File: config.mk
export PLATFORM = sky130hd
export DESIGN_NAME = dmem_responder
export DESIGN_NICKNAME = d
export VERILOG_FILES = /design/src/rtl/dmem_pkg.sv /design/src/rtl/dmem_lane_align.sv /design/src/rtl/dmem_responder.sv
export SDC_FILE = /design/constraint.sdc
export NUM_CORES = 2
export LEC_CHECK = 0
export ABC_AREA = 0
export BUFFER_PORTS_ARGS = -buffer_cell sky130_fd_sc_hd__buf_2
export CAP_MARGIN = 30
export CORE_UTILIZATION = 50
export DETAILED_ROUTE_END_ITERATION = 12
export PLACE_DENSITY = 0.64
export SYNTH_ARGS = -nofsm -noshare
export SYNTH_HDL_FRONTEND = slang
export SYNTH_SLANG_ARGS = --single-unit
File: constraint.sdc
create_clock -name clk -period 5.7 [get_ports clk]
set_clock_uncertainty 0.15 [all_clocks]
set_input_delay 1.14 -clock clk [delete_from_list [all_inputs] [get_ports clk]]
set_output_delay 1.14 -clock clk [all_outputs]
set_load 0.02 [all_outputs]
File: src/rtl/dmem_pkg.sv
// Shared types and helpers for the data-memory responder.
package dmem_pkg;

  typedef enum logic [1:0] {SZ_BYTE = 2'b00, SZ_HALF = 2'b01, SZ_WORD = 2'b10} mem_size_t;
  typedef enum logic [1:0] {IDLE = 2'b00, WAIT = 2'b01, RESP = 2'b10} dmem_state_t;

  localparam int DMEM_LAT_W = 4;

  function automatic logic misaligned(input logic [1:0] size, input logic [1:0] a);
    case (size)
      SZ_BYTE: return 1'b0;
      SZ_HALF: return a[0];
      default: return |a;
    endcase
  endfunction

  // Natural alignment of the in-word offset; reserved size 11 aligns like a word.
  function automatic logic [1:0] align_lo(input logic [1:0] size, input logic [1:0] a);
    case (size)
      SZ_BYTE: return a;
      SZ_HALF: return {a[1], 1'b0};
      default: return 2'b00;
    endcase
  endfunction

endpackage

File: src/rtl/dmem_lane_align.sv
// Combinational lane steering: store byte enables/data and load extraction/extension.
module dmem_lane_align
  import dmem_pkg::*;
(
  input  logic [1:0]  size,
  input  logic [1:0]  addr_lo,
  input  logic [31:0] wdata,
  input  logic [31:0] rword,
  input  logic        is_unsigned,
  output logic [3:0]  be,
  output logic [31:0] st_data,
  output logic [31:0] ld_data
);

  logic [31:0] shifted;

  assign shifted = rword >> {addr_lo, 3'b000};

  always_comb begin
    be      = 4'hF;
    st_data = wdata;
    ld_data = rword;
    case (size)
      SZ_BYTE: begin
        be      = 4'b0001 << addr_lo;
        st_data = {4{wdata[7:0]}};
        ld_data = is_unsigned ? {24'h0, shifted[7:0]} : {{24{shifted[7]}}, shifted[7:0]};
      end
      SZ_HALF: begin
        be      = addr_lo[1] ? 4'b1100 : 4'b0011;
        st_data = {2{wdata[15:0]}};
        ld_data = is_unsigned ? {16'h0, shifted[15:0]} : {{16{shifted[15]}}, shifted[15:0]};
      end
      default: begin
        be      = 4'hF;
        st_data = wdata;
        ld_data = rword;
      end
    endcase
  end

endmodule

File: src/rtl/dmem_responder.sv
// Single-outstanding data-memory responder with programmable latency.
// Optional access-fault checking is enabled by defining DMEM_ACCESS_FAULT_EN.
module dmem_responder
  import dmem_pkg::*;
#(
  parameter int DEPTH   = 64,
  parameter int LATENCY = 2
) (
  input  logic        clk,
  input  logic        reset_n,
  input  logic        req_valid,
  output logic        req_ready,
  input  logic        req_we,
  input  logic [1:0]  req_size,
  input  logic        req_unsigned,
  input  logic [31:0] req_addr,
  input  logic [31:0] req_wdata,
  output logic        rsp_valid,
  input  logic        rsp_ready,
  output logic [31:0] rsp_rdata,
  output logic        rsp_err
);

  localparam int AW = $clog2(DEPTH);

  dmem_state_t           state_reg, state_next;
  logic [DMEM_LAT_W-1:0] cnt_reg, cnt_next;
  logic                  ready_reg;
  logic                  we_reg, uns_reg;
  logic [1:0]            size_reg;
  logic [31:0]           addr_reg, wdata_reg;
  logic [31:0]           rdata_reg;
  logic                  err_reg;

  logic                  accept, access, fault;
  logic                  op_we, op_uns;
  logic [1:0]            op_size;
  logic [31:0]           op_addr, op_wdata;
  logic [AW-1:0]         word_idx;
  logic [3:0]            be;
  logic [31:0]           st_data, ld_data, rword;
  logic [31:0]           mem [DEPTH];

  assign accept    = req_valid && ready_reg;
  assign req_ready = ready_reg;
  assign rsp_valid = (state_reg == RESP);
  assign rsp_rdata = rdata_reg;
  assign rsp_err   = err_reg;

  // With LATENCY = 1 the access edge is the acceptance edge, so use the live request then.
  always_comb begin
    if (state_reg == IDLE) begin
      op_we = req_we;  op_uns = req_unsigned; op_size = req_size;
      op_addr = req_addr; op_wdata = req_wdata;
    end else begin
      op_we = we_reg;  op_uns = uns_reg; op_size = size_reg;
      op_addr = addr_reg; op_wdata = wdata_reg;
    end
  end

`ifdef DMEM_ACCESS_FAULT_EN
  assign fault = misaligned(op_size, op_addr[1:0]) || (op_addr[31:AW+2] != '0);
`else
  logic unused_hi;
  assign fault     = 1'b0;
  assign unused_hi = ^op_addr[31:AW+2];
`endif

  assign word_idx = op_addr[AW+1:2];
  assign rword    = mem[word_idx];

  dmem_lane_align u_align (
    .size        (op_size),
    .addr_lo     (align_lo(op_size, op_addr[1:0])),
    .wdata       (op_wdata),
    .rword       (rword),
    .is_unsigned (op_uns),
    .be          (be),
    .st_data     (st_data),
    .ld_data     (ld_data)
  );

  always_comb begin
    state_next = state_reg;
    cnt_next   = cnt_reg;
    case (state_reg)
      IDLE: if (accept) begin
        if (LATENCY == 1) begin
          state_next = RESP;
        end else begin
          state_next = WAIT;
          cnt_next   = DMEM_LAT_W'(LATENCY - 1);
        end
      end
      WAIT: begin
        cnt_next = cnt_reg - 1'b1;
        if (cnt_reg == DMEM_LAT_W'(1)) state_next = RESP;
      end
      RESP: if (rsp_ready) state_next = IDLE;
      default: state_next = IDLE;
    endcase
  end

  assign access = (state_next == RESP) && (state_reg != RESP);

  always_ff @(posedge clk or negedge reset_n) begin
    if (!reset_n) begin
      state_reg <= IDLE;
      cnt_reg   <= '0;
      ready_reg <= 1'b0;
      we_reg    <= 1'b0;
      uns_reg   <= 1'b0;
      size_reg  <= 2'b00;
      addr_reg  <= '0;
      wdata_reg <= '0;
      rdata_reg <= '0;
      err_reg   <= 1'b0;
    end else begin
      state_reg <= state_next;
      cnt_reg   <= cnt_next;
      ready_reg <= (state_next == IDLE);
      if (accept) begin
        we_reg    <= req_we;
        uns_reg   <= req_unsigned;
        size_reg  <= req_size;
        addr_reg  <= req_addr;
        wdata_reg <= req_wdata;
      end
      if (access) begin
        rdata_reg <= (op_we || fault) ? 32'h0 : ld_data;
        err_reg   <= fault;
      end
    end
  end

  // Array contents deliberately survive reset.
  always_ff @(posedge clk) begin
    if (access && op_we && !fault) begin
      for (int i = 0; i < 4; i++) begin
        if (be[i]) mem[word_idx][i*8 +: 8] <= st_data[i*8 +: 8];
      end
    end
  end

endmodule

# Word-level counts from Yosys, hierarchy flattened
# Memories as Yosys holds them, arrays and structs flattened.
# Index checks and enable logic that the tools add are counted.
[classes]
n_addsub = 1
eq_ne = 7
shifts = 2
n_mux = 31
reduce_logical = 8
[ops]
columns = ["cell", "count"]
rows = [
  ["$mux 32", 4],
  ["$pmux 32 s2", 2],
  ["$shr 32x5->16", 1],
  ["$pmux 4 s2", 2],
  ["$mux 1", 14],
  ["$mux 2", 4],
  ["$mux 4", 2],
  ["$mux 8", 1],
  ["$logic_not 2->1", 3],
  ["$pmux 2 s3", 1],
  ["$eq 2x1->1 const B", 2],
  ["$eq 2x2->1 const B", 2],
  ["$eq 4x1->1 const B", 1],
  ["$ne 2x2->1 const B", 2],
  ["$pmux 2 s2", 1],
  ["$shl 1x2->4 const A", 1],
  ["$sub 4x1->4 const B", 1],
  ["$logic_and 1x1->1", 3],
  ["$reduce_and 2->1", 1],
  ["$reduce_bool 2->1", 1],
]
[word_totals]
reg_bits = 83
ramBits = 2048
in_bits = 72
wordCells = 59
memories = 1
[mem_list]
columns = ["name", "depth", "width", "read_ports", "rd_clocked_by_memory_dff", "write_ports", "line_no", "source"]
rows = [
  ["mem", 64, 32, 1, 0, 1, "dmem_responder.sv:42", "logic [31:0] mem [DEPTH];"],
]

# Logic depth before layout (Yosys ltp)
[logic_depth]
word_depth = 9
depth_mapped = 18

# Cells and area by module
# A second synthesis with hierarchy kept.
[unflattened]
hier_cells = 4564
area_unflattened_um2 = 79802.8
[by_module_without_submodules]
columns = ["mod", "instances", "cells_per_inst", "area_each_um2", "seq_area_each_um2"]
rows = [
  ["dmem_responder", 1, 4365, 78541.6, 63576.0],
  ["dmem_lane_align", 1, 199, 1261.2, 0.0],
]

# Worst setup path after synthesis
# No wires, ideal clock.
[synth_path]
kind = "register to register"
startpoint = "register state_reg[0]"
endpoint = "memory mem[0][27], data pin"
setup_time_ns = 0.588
t_arrival_ns = 4.196
required_time_ns = 4.962
slack_ns = 0.766
stages_incl_launch_ff = 11
path_buffers = 5
period_less_slack_ns = 4.934
path_cell_list = "dfrtp_1 > buf_6 > buf_6 > nor2_2 > buf_2 > buf_1 > clkbuf_1 > mux2i_1 > nand2_1 > a21oi_1 > a31oi_1"
[synth_between]
elab_chain_len = 4
word_cells_on_any_way = 6
classes_between = "eq/ne (1); mux (3); reduce/logical (2)"
[synth_lines]
columns = ["item", "line_no", "source"]
rows = [
  ["start: declaration", "dmem_responder.sv:26", "dmem_state_t state_reg, state_next;"],
  ["start signal: assignment", "dmem_responder.sv:119", "state_reg <= state_next;"],
  ["$logic_not 2->1 (*)", "dmem_responder.sv:52", "if (state_reg == IDLE) begin"],
  ["$mux 2", "dmem_responder.sv:52", ""],
  ["$eq 2x1->1 / $logic_not 2->1 (equally long branches)", "dmem_lane_align.sv:23", "case (size)"],
  ["$pmux 32 s2 (*)", "dmem_lane_align.sv:23", ""],
  ["net st_data[27]", "dmem_responder.sv:41", "logic [31:0] st_data, ld_data, rword;"],
  ["end: declaration", "dmem_responder.sv:42", ""],
]
# The timed path passes the listed nets; every way through them passes the cells marked *.

# Worst setup path in the final report
[layout_path]
startpoint = "register state_reg[1]"
endpoint = "register rdata_reg[8], in the netlist rsp_rdata[8]"
[layout_between]
elab_chain_len = 8
word_cells_on_any_way = 23
classes_between = "eq/ne (5); shift (1); mux (13); reduce/logical (3); memory (1)"
[layout_lines]
columns = ["item", "line_no", "source"]
rows = [
  ["parallel branches: the longest is 8 deep, another holds $mem_v2 64x32", "-", ""],
  ["end signal: assignment", "dmem_responder.sv:130", "rdata_reg <= (op_we || fault) ? 32'h0 : ld_data;"],
  ["end: declaration", "dmem_responder.sv:32", "logic [31:0] rdata_reg;"],
]
# Parallel ways; which one is timed is not known.
# A chain may end at the register's enable or synchronous reset.

==> metrics <==
status=finished, final reports clean; fin crit period=5118 ps; die span in x=between 400 and 500 um; CP Data Required Time=roughly 6300 ps; Hold Path Class=input port to async pin; Starting DRT DRC Count=8814; row count=between 100 and 150; layout cells sized above 1=about 17%; LEAKAGE=between 30 and 40 nW; post-route insts no fill=~8300; max-slew violation count=0; Clock Sinks=2131; Crit. End Element=register; placed instance area=a little under 0.09 mm^2; fmax=just under 0.2 GHz; top cell type's share of synthesized area=between 70% and 80%; largest net degree at the start of global routing=between 60 and 70; maximum VDD drop=0.0006945 V; max reg flops=~2000; initial antenna violation count=12; Initial Util=a little over 50%; post-synthesis sequential area ratio=about 77%; Layout area overhead=15.99%; vias in the first global route=52521; DR WL/cell=32.06 um; Tcrit/Tclk final=around nine tenths; root buf cell=clkbuf_16; Ys Warns=0; clock buffer depth=3; Skew-Pair Late Insertion Delay=roughly 850 ps; gpl congestion=between 0.9 and 1; Post-synth top cells=edfxtp_1, o22ai_1, nand2_1, nor2_1, nor3_1; critical-path cell with the highest stage delay=a221oi_1; top-count cell post-synth=edfxtp_1; Netlist Area Pre-Place=~0.083 mm^2; final hold vios=0; Setup TNS=0 ps; Die Ht=between 400 and 500 um; hold_buf cts=0; post-CTS sizing=0; Remaining DRCs=0; GR Layer Usage met3=7.544%; #FFs+latches synth=about 2100; Max-Cap Viols=0; area leader, netlist=edfxtp_1; post-route ant nets=0; Mapped Cells=roughly 5600; routed wire length=266600 um; core area=roughly 0.16 mm^2; first-pass GRT wire length=approximately 380000 um; worst-path fanout max=30; Most used DFF post-synth=edfxtp_1; Post-Syn Nets=roughly 5600; GRT overflow=0; Reg2Reg Depth=11; Port Buf Inserts=between 80 and 90; post-DP HPWL=between 150000 and 200000 um; top cells by area, synth=edfxtp_1, o22ai_1, nand2_1; IO Count=107; crit-path leading delay family=compound AO/OA/AOI/OAI gates; Worst-Margin Slew=about 1100 ps; H-tree levels=4; First-pass DRT Iterations=6; crit path DAT=5750 ps; ys async rst share=between 3 and 4%; Worst-path clk slew=60 ps; placed cells=7933; Max stage delay on crit path=approximately 830 ps; met2 Resource Use GR=between 40 and 50%; GRT Total Usage=31.60%; Setup Fix Bufs, Post-CTS=0; full die area=0.1667 mm^2; Final setup viols=0; cells along the critical path=buf_4 -> and4bb_2 -> o211ai_4 -> buf_4 -> o22ai_1 -> nor2_1 -> nand2_1 -> a221oi_1 -> nand3_1 -> a221oi_1 -> a221o_1; Num CTS Buffers=roughly 200; CP Depth=11; Slew headroom=26.46%; RSZ-0062 raised after global routing=no; CP Class=register to register; met1 GRT Util=between 40 and 50%; critical path launch point type=register; GRT Max-Usage Layer=met2; count of cell types in the netlist=90; vias per std cell=between 6 and 7; CTS tree=yes; PwrDens=around 650 mW/mm^2; EDFF count, synth=between 2000 and 2500; final net count=slightly above 6000; Syn Area/Cell=14.82 um^2; DR vias=around 55000; final instance area=about 0.096 mm^2; Worst Path Buf+Inv=2
[worst paths after layout]
path | startpoint | endpoint | slack (ps)
worst max register to register | state_reg[1] | rsp_rdata[8] | 580
min in group clk | rsp_rdata[25] | rsp_rdata[25] | 340
worst max-delay path | state_reg[1] | rsp_rdata[8] | 580
worst min register to register | rsp_rdata[25] | rsp_rdata[25] | 340
worst min-delay path | reset_n | wdata_reg[10] | 40
max in group asynchronous | reset_n | rsp_rdata[16] | 4180
[through the flow]
| step | util, % | setup WS [ps] | power (mW) | hold slack (ps) |
|---|---|---|---|---|
| floorplan | - | 766.1 | 34.93 | 313.2 |
| global placement | 54.29 | 407.7 | 47.32 | 319.2 |
| detailed placement | 54.43 | 374.8 | 47.82 | 325.5 |
| CTS | 58.60 | 838.8 | 61.48 | 7.279 |
| global route | 58.61 | 574.6 | 63.58 | 39.52 |
| finish | 58.62 | 581.7 | 62.26 | 38.62 |
[where the power goes]
group / total, mW / internal [mW] / switching (mW)
registers: 22.2 / 22.0 / 0.257
clock network: 13.8 / 7.87 / 5.96
logic: 26.2 / 6.59 / 19.6
total: 62.3 / 36.4 / 25.8
[layout make-up]
| type | instances | area, um^2 |
|---|---|---|
| antenna | 5 | 12.51 |
| clock buffer | 251 | 5291 |
| clock inverter | 125 | 1519 |
| fill | 12420 | 67590 |
| inverter | 15 | 56.30 |
| multi-input combinational | 3003 | 17490 |
| sequential | 2131 | 63580 |
| tap | 2175 | 2721 |
| timing repair buffer | 611 | 5071 |
[metal layers]
layer,vias up,part of all wire [%]
met2,3985,44
met1,27765,37
met3,722,13
li1,22913,-
met5,-,0.017
met4,8,5.8
[kinds of logic (layout without fill, tap and decap cells)]
logic type / count (synthesis) / count (layout) / share of synthesized area (%)
other cells: 1 / 6 / 0.004543
fa+ha+maj: 2 / 2 / 0.03031
buf+inv: 437 / 1002 / 2.486
compound gates: 1533 / 1533 / 11.80
flops: 2131 / 2131 / 77.03
simple gates: 1348 / 1348 / 7.128
mux: 119 / 119 / 1.520
[cells in the final DEF (no fill, tap or decap), types with 50 or more instances in the layout]
cell       netlist  routed
o21ai_0        181     180
o21ai_1         54      52
a21oi_1        230     217
nand3_1         98      98
buf_4           27     463
edfxtp_1      2048    2048
clkbuf_16        0     204
nor2_1         288     279
buf_12           0      56
mux2i_1         70      57
o22ai_1        611     611
buf_2          149      89
dfrtp_1         83      83
a32oi_1         50      50
nand2_1        600     591
nor3_1         247     247
a31oi_1        136     130
(Power assumes the default switching activity.)
